`config.mk`:
```
export PLATFORM = sky130hd
export DESIGN_NAME = npc_fetch_unit_flat
export DESIGN_NICKNAME = d
export VERILOG_FILES = /design/src/rtl/npc_fetch_unit_if.sv /design/src/rtl/npc_fetch_unit.sv /design/src/flat_wrapper.sv
export SDC_FILE = /design/constraint.sdc
export NUM_CORES = 1
export LEC_CHECK = 0
export CELL_PAD_IN_SITES_DETAIL_PLACEMENT = 0
export CELL_PAD_IN_SITES_GLOBAL_PLACEMENT = 1
export CORE_MARGIN = 2
export CORE_UTILIZATION = 35
export DETAILED_ROUTE_END_ITERATION = 16
export PLACE_DENSITY_LB_ADDON = 0.08
export SYNTH_ARGS = -nofsm -noshare
export SYNTH_HDL_FRONTEND = slang
export SYNTH_SLANG_ARGS = --single-unit
```
`constraint.sdc`:
```
create_clock -name clk -period 4.45 [get_ports clk]
set_clock_uncertainty 0.2 [all_clocks]
set_input_delay 0.89 -clock clk [delete_from_list [all_inputs] [get_ports clk]]
set_output_delay 0.89 -clock clk [all_outputs]
set_load 0.005 [all_outputs]
```
`src/rtl/npc_fetch_unit_if.sv`:
```
// Fetch-unit bus: D-stage control inputs and fetch/RAS outputs.
// master = pipeline side, slave = npc_fetch_unit.
interface npc_fetch_if #(
  parameter int ADDR_W = 32,
  parameter int PERF_W = 16
);
  logic              stall;
  logic              req;
  logic              eret;
  logic [ADDR_W-1:0] epc;
  logic [2:0]        npc_op;
  logic              equal;
  logic [ADDR_W-1:0] pc_d;
  logic [25:0]       imm26;
  logic [ADDR_W-1:0] ra;
  logic [ADDR_W-1:0] pc_f;
  logic [ADDR_W-1:0] pc4_d;
  logic [ADDR_W-1:0] pc8_d;
  logic              fetch_exc;
  logic [ADDR_W-1:0] ras_top;
  logic              ras_valid;
  logic [PERF_W-1:0] ras_hits;
  logic [PERF_W-1:0] ras_misses;

  modport master (
    output stall, req, eret, epc, npc_op,
    output equal, pc_d, imm26, ra,
    input  pc_f, pc4_d, pc8_d, fetch_exc,
    input  ras_top, ras_valid,
    input  ras_hits, ras_misses
  );

  modport slave (
    input  stall, req, eret, epc, npc_op,
    input  equal, pc_d, imm26, ra,
    output pc_f, pc4_d, pc8_d, fetch_exc,
    output ras_top, ras_valid,
    output ras_hits, ras_misses
  );
endinterface

```
`src/rtl/npc_fetch_unit.sv`:
```
// Fetch PC register with redirect priority, AdEL detection and a
// return-address stack with saturating hit/miss counters.
// Ports: clk, reset (sync, active-low), bus (npc_fetch_if.slave).
module npc_fetch_unit #(
  parameter int          ADDR_W     = 32,
  parameter logic [31:0] RESET_PC   = 32'h0000_3000,
  parameter logic [31:0] EXC_VEC    = 32'h0000_4180,
  parameter logic [31:0] IMEM_BASE  = 32'h0000_3000,
  parameter logic [31:0] IMEM_BYTES = 32'h0000_4000,
  parameter int          RAS_DEPTH  = 4,
  parameter int          PERF_W     = 16
) (
  input  logic      clk,
  input  logic      reset,
  npc_fetch_if.slave bus
);
  localparam int PW = (RAS_DEPTH > 1) ? $clog2(RAS_DEPTH) : 1;
  localparam int CW = $clog2(RAS_DEPTH + 1);

  typedef logic [ADDR_W-1:0] addr_t;
  typedef logic [ADDR_W:0]   wide_t;
  typedef logic [PERF_W-1:0] perf_t;

  typedef enum logic [2:0] {
    OP_SEQ, OP_HOLD, OP_BR, OP_J,
    OP_JAL, OP_JR, OP_JRRA, OP_RSV
  } op_e;

  localparam addr_t RST_A  = addr_t'(RESET_PC);
  localparam addr_t EXC_A  = addr_t'(EXC_VEC);
  localparam addr_t BASE_A = addr_t'(IMEM_BASE);
  // window end kept one bit wider so base+size cannot wrap
  localparam wide_t LIM_A  = wide_t'(BASE_A) + wide_t'(IMEM_BYTES);

  addr_t          fpc_q, fpc_d;
  addr_t          ent_q [RAS_DEPTH];
  addr_t          ent_d [RAS_DEPTH];
  logic [PW-1:0]  ptr_q, ptr_d, ptr_inc, ptr_dec;
  logic [CW-1:0]  cnt_q, cnt_d;
  perf_t          hit_q, hit_d, mis_q, mis_d;
  perf_t          hit_inc, mis_inc;
  addr_t          pc4, pc8, seq, br_off, jtgt;
  op_e            op;

  assign op   = op_e'(bus.npc_op);
  assign pc4  = bus.pc_d + addr_t'(4);
  assign pc8  = bus.pc_d + addr_t'(8);
  assign seq  = fpc_q + addr_t'(4);
  assign jtgt = {bus.pc_d[ADDR_W-1:28], bus.imm26, 2'b00};
  assign br_off = {{(ADDR_W-18){bus.imm26[15]}},
                   bus.imm26[15:0], 2'b00};

  assign ptr_inc = (ptr_q == PW'(RAS_DEPTH-1)) ? '0
                 : ptr_q + PW'(1);
  assign ptr_dec = (ptr_q == '0) ? PW'(RAS_DEPTH-1)
                 : ptr_q - PW'(1);

  assign hit_inc = (hit_q == '1) ? hit_q : hit_q + perf_t'(1);
  assign mis_inc = (mis_q == '1) ? mis_q : mis_q + perf_t'(1);

  always_comb begin
    fpc_d = fpc_q;
    ptr_d = ptr_q;
    cnt_d = cnt_q;
    ent_d = ent_q;
    hit_d = hit_q;
    mis_d = mis_q;
    priority case (1'b1)
      bus.req:   fpc_d = EXC_A;
      bus.eret:  fpc_d = bus.epc;
      bus.stall: fpc_d = fpc_q;
      default: begin
        unique case (op)
          OP_SEQ, OP_RSV: fpc_d = seq;
          OP_HOLD:        fpc_d = fpc_q;
          OP_BR:   fpc_d = bus.equal ? pc4 + br_off : seq;
          OP_J:    fpc_d = jtgt;
          OP_JAL: begin
            fpc_d        = jtgt;
            ent_d[ptr_q] = pc8;
            ptr_d        = ptr_inc;
            if (cnt_q != CW'(RAS_DEPTH))
              cnt_d = cnt_q + CW'(1);
          end
          OP_JR:   fpc_d = bus.ra;
          OP_JRRA: begin
            fpc_d = bus.ra;
            if (cnt_q != '0) begin
              if (ent_q[ptr_dec] == bus.ra) hit_d = hit_inc;
              else                          mis_d = mis_inc;
              ptr_d = ptr_dec;
              cnt_d = cnt_q - CW'(1);
            end else begin
              mis_d = mis_inc;
            end
          end
        endcase
      end
    endcase
  end

  always_ff @(posedge clk) begin
    if (!reset) begin
      fpc_q <= RST_A;
      ptr_q <= '0;
      cnt_q <= '0;
      hit_q <= '0;
      mis_q <= '0;
      for (int i = 0; i < RAS_DEPTH; i++)
        ent_q[i] <= '0;
    end else begin
      fpc_q <= fpc_d;
      ptr_q <= ptr_d;
      cnt_q <= cnt_d;
      hit_q <= hit_d;
      mis_q <= mis_d;
      ent_q <= ent_d;
    end
  end

  assign bus.pc_f      = fpc_q;
  assign bus.pc4_d     = pc4;
  assign bus.pc8_d     = pc8;
  assign bus.fetch_exc = (fpc_q[1:0] != 2'b00)
                       | (fpc_q < BASE_A)
                       | (wide_t'(fpc_q) >= LIM_A);
  assign bus.ras_valid  = (cnt_q != '0);
  assign bus.ras_top    = (cnt_q != '0) ? ent_q[ptr_dec] : '0;
  assign bus.ras_hits   = hit_q;
  assign bus.ras_misses = mis_q;
endmodule

```
`src/flat_wrapper.sv`:
```
// flat-port wrapper written by rule: the top's interface ports become plain ports
module npc_fetch_unit_flat 
#(
  parameter int          ADDR_W     = 32,
  parameter logic [31:0] RESET_PC   = 32'h0000_3000,
  parameter logic [31:0] EXC_VEC    = 32'h0000_4180,
  parameter logic [31:0] IMEM_BASE  = 32'h0000_3000,
  parameter logic [31:0] IMEM_BYTES = 32'h0000_4000,
  parameter int          RAS_DEPTH  = 4,
  parameter int          PERF_W     = 16
)
  (clk, reset, bus_stall, bus_req, bus_eret, bus_epc, bus_npc_op, bus_equal, bus_pc_d, bus_imm26, bus_ra, bus_pc_f, bus_pc4_d, bus_pc8_d, bus_fetch_exc, bus_ras_top, bus_ras_valid, bus_ras_hits, bus_ras_misses);
  npc_fetch_if #(.ADDR_W(ADDR_W), .PERF_W(PERF_W)) bus_i ();
  input  logic clk;
  input  logic reset;
  input wire logic [$bits(bus_i.stall)-1:0] bus_stall;
  input wire logic [$bits(bus_i.req)-1:0] bus_req;
  input wire logic [$bits(bus_i.eret)-1:0] bus_eret;
  input wire logic [$bits(bus_i.epc)-1:0] bus_epc;
  input wire logic [$bits(bus_i.npc_op)-1:0] bus_npc_op;
  input wire logic [$bits(bus_i.equal)-1:0] bus_equal;
  input wire logic [$bits(bus_i.pc_d)-1:0] bus_pc_d;
  input wire logic [$bits(bus_i.imm26)-1:0] bus_imm26;
  input wire logic [$bits(bus_i.ra)-1:0] bus_ra;
  output wire logic [$bits(bus_i.pc_f)-1:0] bus_pc_f;
  output wire logic [$bits(bus_i.pc4_d)-1:0] bus_pc4_d;
  output wire logic [$bits(bus_i.pc8_d)-1:0] bus_pc8_d;
  output wire logic [$bits(bus_i.fetch_exc)-1:0] bus_fetch_exc;
  output wire logic [$bits(bus_i.ras_top)-1:0] bus_ras_top;
  output wire logic [$bits(bus_i.ras_valid)-1:0] bus_ras_valid;
  output wire logic [$bits(bus_i.ras_hits)-1:0] bus_ras_hits;
  output wire logic [$bits(bus_i.ras_misses)-1:0] bus_ras_misses;
  assign bus_i.stall = bus_stall;
  assign bus_i.req = bus_req;
  assign bus_i.eret = bus_eret;
  assign bus_i.epc = bus_epc;
  assign bus_i.npc_op = bus_npc_op;
  assign bus_i.equal = bus_equal;
  assign bus_i.pc_d = bus_pc_d;
  assign bus_i.imm26 = bus_imm26;
  assign bus_i.ra = bus_ra;
  assign bus_pc_f = bus_i.pc_f;
  assign bus_pc4_d = bus_i.pc4_d;
  assign bus_pc8_d = bus_i.pc8_d;
  assign bus_fetch_exc = bus_i.fetch_exc;
  assign bus_ras_top = bus_i.ras_top;
  assign bus_ras_valid = bus_i.ras_valid;
  assign bus_ras_hits = bus_i.ras_hits;
  assign bus_ras_misses = bus_i.ras_misses;
  npc_fetch_unit #(.ADDR_W(ADDR_W), .RESET_PC(RESET_PC), .EXC_VEC(EXC_VEC), .IMEM_BASE(IMEM_BASE), .IMEM_BYTES(IMEM_BYTES), .RAS_DEPTH(RAS_DEPTH), .PERF_W(PERF_W)) u_core (.clk(clk), .reset(reset), .bus(bus_i));
endmodule
```
==> results.env, run 1 <==
CLOCK_LATENCY_ON_THE_WORST_SKEW_PAIR_NS=0.46
ROUTED_VIA_COUNT=15000
MET2_LENGTH_MM=28.9
INITIAL_CORE_UTIL_PCT=35.7
WORST-ENDPOINT-REQUIRED_NS=3.36
YOSYSMOSTFREQUENTCELL='sky130_fd_sc_hd__nor2_1'
POWER.LEAKAGE_nW=7.45
DETAILEDROUTE.FIRSTITERATIONVIOLATIONS=1160
PLACEABLECOREAREA_MM2=0.0388
DRV_CAP=0
YS_TOP_CELLS_BY_COUNT='199 x sky130_fd_sc_hd__nor2_1, 197 x sky130_fd_sc_hd__dfxtp_1, 158 x sky130_fd_sc_hd__nand2_1'
SYN_TO_FINAL_GROWTH_PCT=43.4
DR.MAX_LAYER_USED='met5'
PLACE.GP.CONGESTION=0.957
SYNTHCELLS=1744
SYN_AVG_CELL_AREA_UM2=7.95
VIA_PER_INST=5.48
POST-PLACE-WS_NS=-0.660
WIRE_PER_INST_UM=22.4
HOLD_SLACK_NS=0.256
OUTCOME='completed'
MAX_FREQ_MHz=230
CTS_MAX_LEVEL=4
POSTSYNTH.ASYNCRESETSHARE_PCT=0
GRT_PASS1_VIAS=14300
HOLD_VIOL=0
NUMBER_OF_ENABLE_TYPE_REGISTER_CELLS_IN_THE_SYNTHESIZED_NETLIST=0
SYNTH_FLOP_CELL='sky130_fd_sc_hd__dfxtp_1'
YOSYS.AREA.TOP_TYPE='sky130_fd_sc_hd__dfxtp_1'
TIGHTESTPINTRANSITION_NS=1.01
ANTENNA_CELLS_INSERTED=0
GRT_SETUP_UNREPAIRED='true'
FINAL_STANDARD_CELL_COUNT_WITH_TAPS_INCLUDED_AND_FILLERS_EXCLUDED=2739
YOSYSWARNINGCOUNT=0
CRITICAL_PATH.MAX_FANOUT=7
POST-SYNTH-TOP-AREA-FRACTION_PCT=28.5
CLKSINKCOUNT=197
TIMING.HOLD.WORST.CLASS='flip-flop to flip-flop'
GRT_MAX_DEGREE=96
SLEW_HEADROOM_PCT=33.0
GRTUSAGETOTAL_PCT=29.3
TYPE_OF_ORIGIN_OF_THE_CRITICAL_PATH='input port'
NUMBER_OF_NETS_AT_THE_END_OF_THE_FLOW=2387
PLACE.DETAILED.HPWL_MM=49.0
DR_WL_MET3_MM=3.01
DIE_HEIGHT_UM=203
FIN_CRIT_NS=4.34
NUMBER_OF_STANDARD_CELL_ROWS_IN_THE_FLOORPLAN=72
GRT-OVFL-TOTAL=0
POWER.DENSITY_mW_PER_MM2=237
DIEWIDTH_UM=203
SYNTH_SEQ_CELLS=197
ANTENNA_FOUND_INITIAL=2
P_TOTAL_mW=4.70
GRT_PASS1_WL_MM=91.3
ROUTE.DETAILED.DRC=0
SYNTH_CELL_TYPES=75
NUMPLACEDINSTANCES=2701
UTILIZATION_PCT=51.2
FINALWORSTSETUPSLACK_NS=0.110
POSTSYNTHNETCOUNT=1923
CLK_PATH_BUF_DEPTH=2
CRIT_ARRIVAL_NS=3.25
DRIVE_ABOVE_1_SHARE_PCT=17.9
DESIGN.DIE.AREA_MM2=0.0412
VDD_DROP_MAX_V=0.000287
CTS.ROOT.BUFFER_CELL='sky130_fd_sc_hd__clkbuf_16'
NUMBER_OF_PLACED_I_O_PINS=293
YOSYS-TOP-CELLS-AREA='sky130_fd_sc_hd__dfxtp_1 28%, sky130_fd_sc_hd__a211oi_1 6.8%, sky130_fd_sc_hd__nor2_1 5.4%'
MET1_LENGTH_MM=27.5
WL_MM=61.3
TIMING.FINAL.SETUP_VIOLATIONS=0
SYN-CELL-AREA_MM2=0.0139
BUFFER_PORTS.INSERTED=292
ENDPOINT_KIND='output port'
CTS_BUFFERS=17
CRITPATHKIND='input port to output port'
YS_SEQ_AREA_SHARE_PCT=28.5
PERIOD_SHARE_PCT=97.5
CLK_PIN_SLEW_NS=0.08
REPORT.FINAL.SLEW_VIOL_COUNT=0
CTS_TREE='built'
ANTENNA_LEFT=0
DRT_PRE_ANTENNA_ITERS=5
[path summary, 6_finish.rpt]
kind	slack [ns]	depth (start not counted)	endpoint	from
worst max-delay path	0.11	11	bus_pc4_d[27]	bus_pc_d[4]
worst max register to register	0.54	10	u_core.bus.ras_hits[6]	u_core.ptr_q[1]
worst min-delay path	0.26	2	u_core.ent_q[32]	u_core.ent_q[32]
worst min register to register	0.26	2	u_core.ent_q[32]	u_core.ent_q[32]
[stage by stage]
stage / area (um^2) / setup TNS [ns]
after detailed placement: 19000 / -14.44
after global routing: 19900 / -0.0664
after global placement: 19000 / -13.13
final: 19900 / 0
after CTS: 19700 / -0.0729
after floorplan: 13900 / 0
[registers in the layout, indices dropped and copies added (netlist names)]
register	count
u_core.ent_q	128
u_core.bus.pc_f	32
u_core.bus.ras_hits	16
u_core.bus.ras_misses	16
u_core.cnt_q	3
u_core.ptr_q	2
[logic make-up after synthesis]
family | after synthesis | synth area share [%]
compound gates | 459 | 22.5
mux | 64 | 7.40
xor+xnor | 128 | 8.25
simple gates | 660 | 23.1
flops | 197 | 28.5
fa+ha+maj | 48 | 4.44
buf+inv | 188 | 5.80
[layout make-up]
| cell class | count | area [um^2] |
|---|---|---|
| Fill cell | 3816 | 19000 |
| Tap cell | 518 | 648 |
| Inverter | 63 | 239 |
| Clock buffer | 19 | 433 |
| Timing Repair Buffer | 570 | 5110 |
| Clock inverter | 13 | 155 |
| Sequential cell | 197 | 3940 |
| Multi-Input combinational cell | 1359 | 9340 |
[critical path: stages]
cell	delay [ns]
sky130_fd_sc_hd__clkdlybuf4s50_1	0.53
sky130_fd_sc_hd__ha_4	0.21
sky130_fd_sc_hd__nand3_2	0.15
sky130_fd_sc_hd__nor3_1	0.18
sky130_fd_sc_hd__buf_4	0.14
sky130_fd_sc_hd__nand2_1	0.08
sky130_fd_sc_hd__nor2_1	0.14
sky130_fd_sc_hd__xnor2_1	0.09
sky130_fd_sc_hd__a21oi_1	0.17
sky130_fd_sc_hd__buf_4	0.15
sky130_fd_sc_hd__clkdlybuf4s50_1	0.51
[what timing repair did]
| action | in CTS | in global routing |
|---|---|---|
| setup buffers | 2 | 4 |
| hold endpoints to repair | 0 | 0 |
| endpoints found under the setup margin | 39 | 37 |
| resized for setup | 19 | 45 |
| hold buffers | 0 | 0 |
| pin swaps | 3 | 16 |
[metal layers]
layer | track usage, % | vias to the layer above
li1 | - | 7296
met1 | 39.1 | 7149
met2 | 48.8 | 484
met3 | 3.77 | 67
met4 | 9.72 | 2
met5 | 0 | -
[cell usage in the layout, fill, tap and decap left out, types with 56 or more instances in the layout]
cell type / Yosys / final
sky130_fd_sc_hd__clkdlybuf4s50_1: 0 / 275
sky130_fd_sc_hd__o21ai_0: 58 / 56
sky130_fd_sc_hd__nand3_1: 64 / 60
sky130_fd_sc_hd__dfxtp_1: 197 / 197
sky130_fd_sc_hd__nor2_1: 199 / 194
sky130_fd_sc_hd__inv_1: 63 / 62
sky130_fd_sc_hd__xnor2_1: 77 / 71
sky130_fd_sc_hd__a211oi_1: 126 / 125
sky130_fd_sc_hd__a21oi_1: 103 / 102
sky130_fd_sc_hd__nand2_1: 158 / 157
sky130_fd_sc_hd__buf_4: 7 / 268
[report_power, final]
part           switching (mW)  internal (mW)  leakage, nW  total (mW)
clock                   0.805          0.803        0.286        1.61
combinational           0.656          0.621         5.57        1.28
sequential             0.0352           1.78         1.59        1.82
Power figures use the tool's default switching activity.
==> run 2: changes to the inputs <==
CORE_MARGIN = not set   (was 2)
==> run 2 against run 1 <==
  * Sequential power barely moved
  * Sequential cell count did not move
  * Total power rose by 1.1%
  * Largest power group unchanged
  * Critical path depth fell by 1
  * First-iteration DRC count rose by 1.2%
  * Cell count fell by 0.44%
==> results.env, run 2 (synthesis gave the netlist of run 1 again) <==
ENDPOINT_KIND='output port'  # unchanged
GRTUSAGETOTAL_PCT=29.6  # was 29.3%
DIE_HEIGHT_UM=201  # was 203 um
POWER.DENSITY_mW_PER_MM2=239  # was 237 mW/mm^2
SEQ_POWER_SHARE_PCT=38.2  # was 38.6%
NUMBER_OF_PLACED_I_O_PINS=293  # unchanged
PLACE.GP.CONGESTION=0.950  # was 0.957
SYN_TO_FINAL_GROWTH_PCT=43.2  # was 43.4%
ROUTED_VIA_COUNT=14900  # was 15000
CTS_BUFFERS=17  # unchanged
ANTENNA_FOUND_INITIAL=1  # was 2
WORSTSETUPPATHDEPTH=10  # was 11
MAX_FREQ_MHz=230  # about the same
UTILIZATION_PCT=51.1  # was 51.2%
WORSTPATHBUFFERINVERTERCOUNT=5  # was 4
WL_MM=61.0  # was 61.3 mm
ROUTE.DETAILED.DRC=0  # unchanged
LAYOUT_COMMONEST_CELL='sky130_fd_sc_hd__clkdlybuf4s50_1'  # unchanged
DESIGN.DIE.AREA_MM2=0.0404  # was 0.0412 mm^2
TYPE_OF_ORIGIN_OF_THE_CRITICAL_PATH='input port'  # unchanged
WIRE_PER_INST_UM=22.4  # about the same
CTS.ROOT.BUFFER_CELL='sky130_fd_sc_hd__clkbuf_16'  # unchanged
CLOCK_LATENCY_ON_THE_WORST_SKEW_PAIR_NS=0.46  # about the same
VIA_PER_INST=5.46  # was 5.48
FIN_CRIT_NS=4.35  # was 4.34 ns
TIMING.HOLD.WORST.CLASS='flip-flop to flip-flop'  # unchanged
SWITCHINGPOWER_mW=1.53  # was 1.50 mW
HOLDPATHSTAGES=2  # unchanged
ANTENNA_LEFT=0  # unchanged
POWER_FRAC_COMB_PCT=26.7  # was 27.2%
GRT_PASS1_WL_MM=90.6  # was 91.3 mm
CRIT_CHAIN='clkdlybuf4s50_1 > nand2_1 > or3_4 > nor3_2 > buf_4 > buf_4 > nand2_1 > xnor2_2 > buf_4 > clkdlybuf4s50_1'  # was clkdlybuf4s50_1 > ha_4 > nand3_2 > nor3_1 > buf_4 > nand2_1 > nor2_1 > xnor2_1 > a21oi_1 > buf_4 > clkdlybuf4s50_1
WORST-R2R-CELL-COUNT=10  # unchanged
CRITICAL_PATH.MAX_FANOUT=4  # was 7
HOLD_VIOL=0  # unchanged
CRIT_ARRIVAL_NS=3.26  # was 3.25 ns
CLK_PIN_SLEW_NS=0.08  # about the same
DETAILEDROUTE.FIRSTITERATIONVIOLATIONS=1174  # was 1160
CLKSINKCOUNT=197  # unchanged
MOST-COMMON-LAYOUT-CELLS='278 x sky130_fd_sc_hd__clkdlybuf4s50_1, 252 x sky130_fd_sc_hd__buf_4, 196 x sky130_fd_sc_hd__dfxtp_1'  # was 275 x sky130_fd_sc_hd__clkdlybuf4s50_1, 268 x sky130_fd_sc_hd__buf_4, 197 x sky130_fd_sc_hd__dfxtp_1
DRT_PRE_ANTENNA_ITERS=5  # unchanged
WORST_PATH_LARGEST_CELL_DELAY_NS=0.50  # was 0.53 ns
CTS_TREE='built'  # unchanged
NUMBER_OF_STANDARD_CELL_ROWS_IN_THE_FLOORPLAN=72  # unchanged
WORST-ENDPOINT-REQUIRED_NS=3.36  # about the same
SLEW_HEADROOM_PCT=25.5  # was 33.0%
HOLD_SLACK_NS=0.258  # was 0.256 ns
SETUP_TNS_NS=0  # unchanged
INITIAL_CORE_UTIL_PCT=35.7  # unchanged
GRT_PASS1_VIAS=14200  # was 14300
GRT_MAX_DEGREE=61  # was 96
GRT-OVFL-TOTAL=0  # unchanged
CRITICAL-PATH-TOP-CELL-BY-COUNT='sky130_fd_sc_hd__buf_4'
REPORT.FINAL.SLEW_VIOL_COUNT=0  # unchanged
PERIOD_SHARE_PCT=97.7  # was 97.5%
PATH_DELAY_FAMILY='buffers and inverters'  # unchanged
GRT_SETUP_UNREPAIRED='false'  # was true
NUMBER_OF_NETS_AT_THE_END_OF_THE_FLOW=2373  # was 2387
NFILLCELLS=3809  # was 3816
NUMBER_OF_FLIP_FLOPS_IN_THE_LARGEST_REGISTER=128  # unchanged
SLOWEST_STAGE='sky130_fd_sc_hd__clkdlybuf4s50_1'  # unchanged
DRIVE_ABOVE_1_SHARE_PCT=17.6  # was 17.9%
OUTCOME='completed'  # unchanged
CLK_PATH_BUF_DEPTH=2  # unchanged
REGISTERS.TOP_BY_FF_COUNT='u_core.ent_q'  # unchanged
TIGHTESTPINTRANSITION_NS=1.11  # was 1.01 ns
P_SW_SHARE_PCT=32.2  # was 31.8%
BUFFER_PORTS.INSERTED=292  # unchanged
POWER.LEAKAGE_nW=7.41  # was 7.45 nW
P_TOTAL_mW=4.75  # was 4.70 mW
PLACEABLECOREAREA_MM2=0.0388  # unchanged
CRITPATHKIND='input port to output port'  # unchanged
DIEWIDTH_UM=201  # was 203 um
CTS_MAX_LEVEL=4  # unchanged
TIMING.FINAL.SETUP_VIOLATIONS=0  # unchanged
CLOCK_POWER_SHARE_PCT=35.0  # was 34.2%
PLACE.DETAILED.HPWL_MM=48.1  # was 49.0 mm
VDD_DROP_MAX_V=0.000277  # was 0.000287 V
INTPOWER_mW=3.22  # was 3.21 mW
DRV_CAP=0  # unchanged
-- run 2: timing repair --
item,4_1_cts,5_1_grt
gates resized for setup,16,51
pin swaps,3,17
hold buffers,0,0
endpoints found under the setup margin,32,42
buffers inserted,2,6
-- run 2: power groups by stage --
stage | sequential [mW] | clock, mW | combinational, mW
floorplan | 1.85 | 0 | 0.526
global placement | 1.86 | 0 | 1.23
detailed placement | 1.86 | 0 | 1.23
CTS | 1.82 | 1.71 | 1.24
global route | 1.82 | 1.77 | 1.35
finish | 1.82 | 1.66 | 1.27
-- run 2: area by class of cell --
cell class / instances / area (um^2) / share of cell area [%]
diodes: 2 / 5.00 / 0.0252
inverters: 63 / 239 / 1.20
clock buffers: 18 / 439 / 2.21
multi-input cells: 1359 / 9370 / 47.2
well taps: 518 / 648 / 3.27
clock inverters: 14 / 179 / 0.902
flip-flops and latches: 197 / 3950 / 19.9
repair buffers: 556 / 5020 / 25.3
-- run 2: stage by stage --
stage	instances	setup WS, ns	instance area (um^2)
final	2727	0.102	19800
after global routing	2725	0.00193	19800
after CTS	2719	0.00347	19600
after detailed placement	2685	-0.653	18900
after global placement	2685	-0.647	18900
after floorplan	1744	0.0178	13900
-- run 2: worst paths after layout --
| kind | endpoint | slack, ns | start |
|---|---|---|---|
| worst max-delay path | bus_pc4_d[28] | 0.10 | bus_pc_d[13] |
| worst min-delay path | u_core.ent_q[98] | 0.26 | u_core.ent_q[98] |
| worst max register to register | u_core.bus.ras_hits[12] | 0.60 | u_core.ptr_q[1] |
| worst min register to register | u_core.ent_q[98] | 0.26 | u_core.ent_q[98] |
-- run 2: worst register-to-register path: stages (launching register included) --
cell	delay [ns]
sky130_fd_sc_hd__dfxtp_1	0.40
sky130_fd_sc_hd__inv_1	0.09
sky130_fd_sc_hd__ha_2	0.61
sky130_fd_sc_hd__buf_4	0.24
sky130_fd_sc_hd__mux4_1	0.71
sky130_fd_sc_hd__xnor2_1	0.25
sky130_fd_sc_hd__nand4_1	0.14
sky130_fd_sc_hd__nor4_2	0.29
sky130_fd_sc_hd__nand3_2	0.26
sky130_fd_sc_hd__or3_1	0.44
sky130_fd_sc_hd__mux2i_1	0.13
-- run 2: metal layers --
layer	share of wire, %	routed length [um]	GRT usage, %	up-vias
met5	0.021	13	0	-
li1	-	-	-	7271
met3	5.1	3120	4.33	82
met4	3.3	2010	10.9	2
met1	45	27500	39.6	7079
met2	47	28400	48.0	461
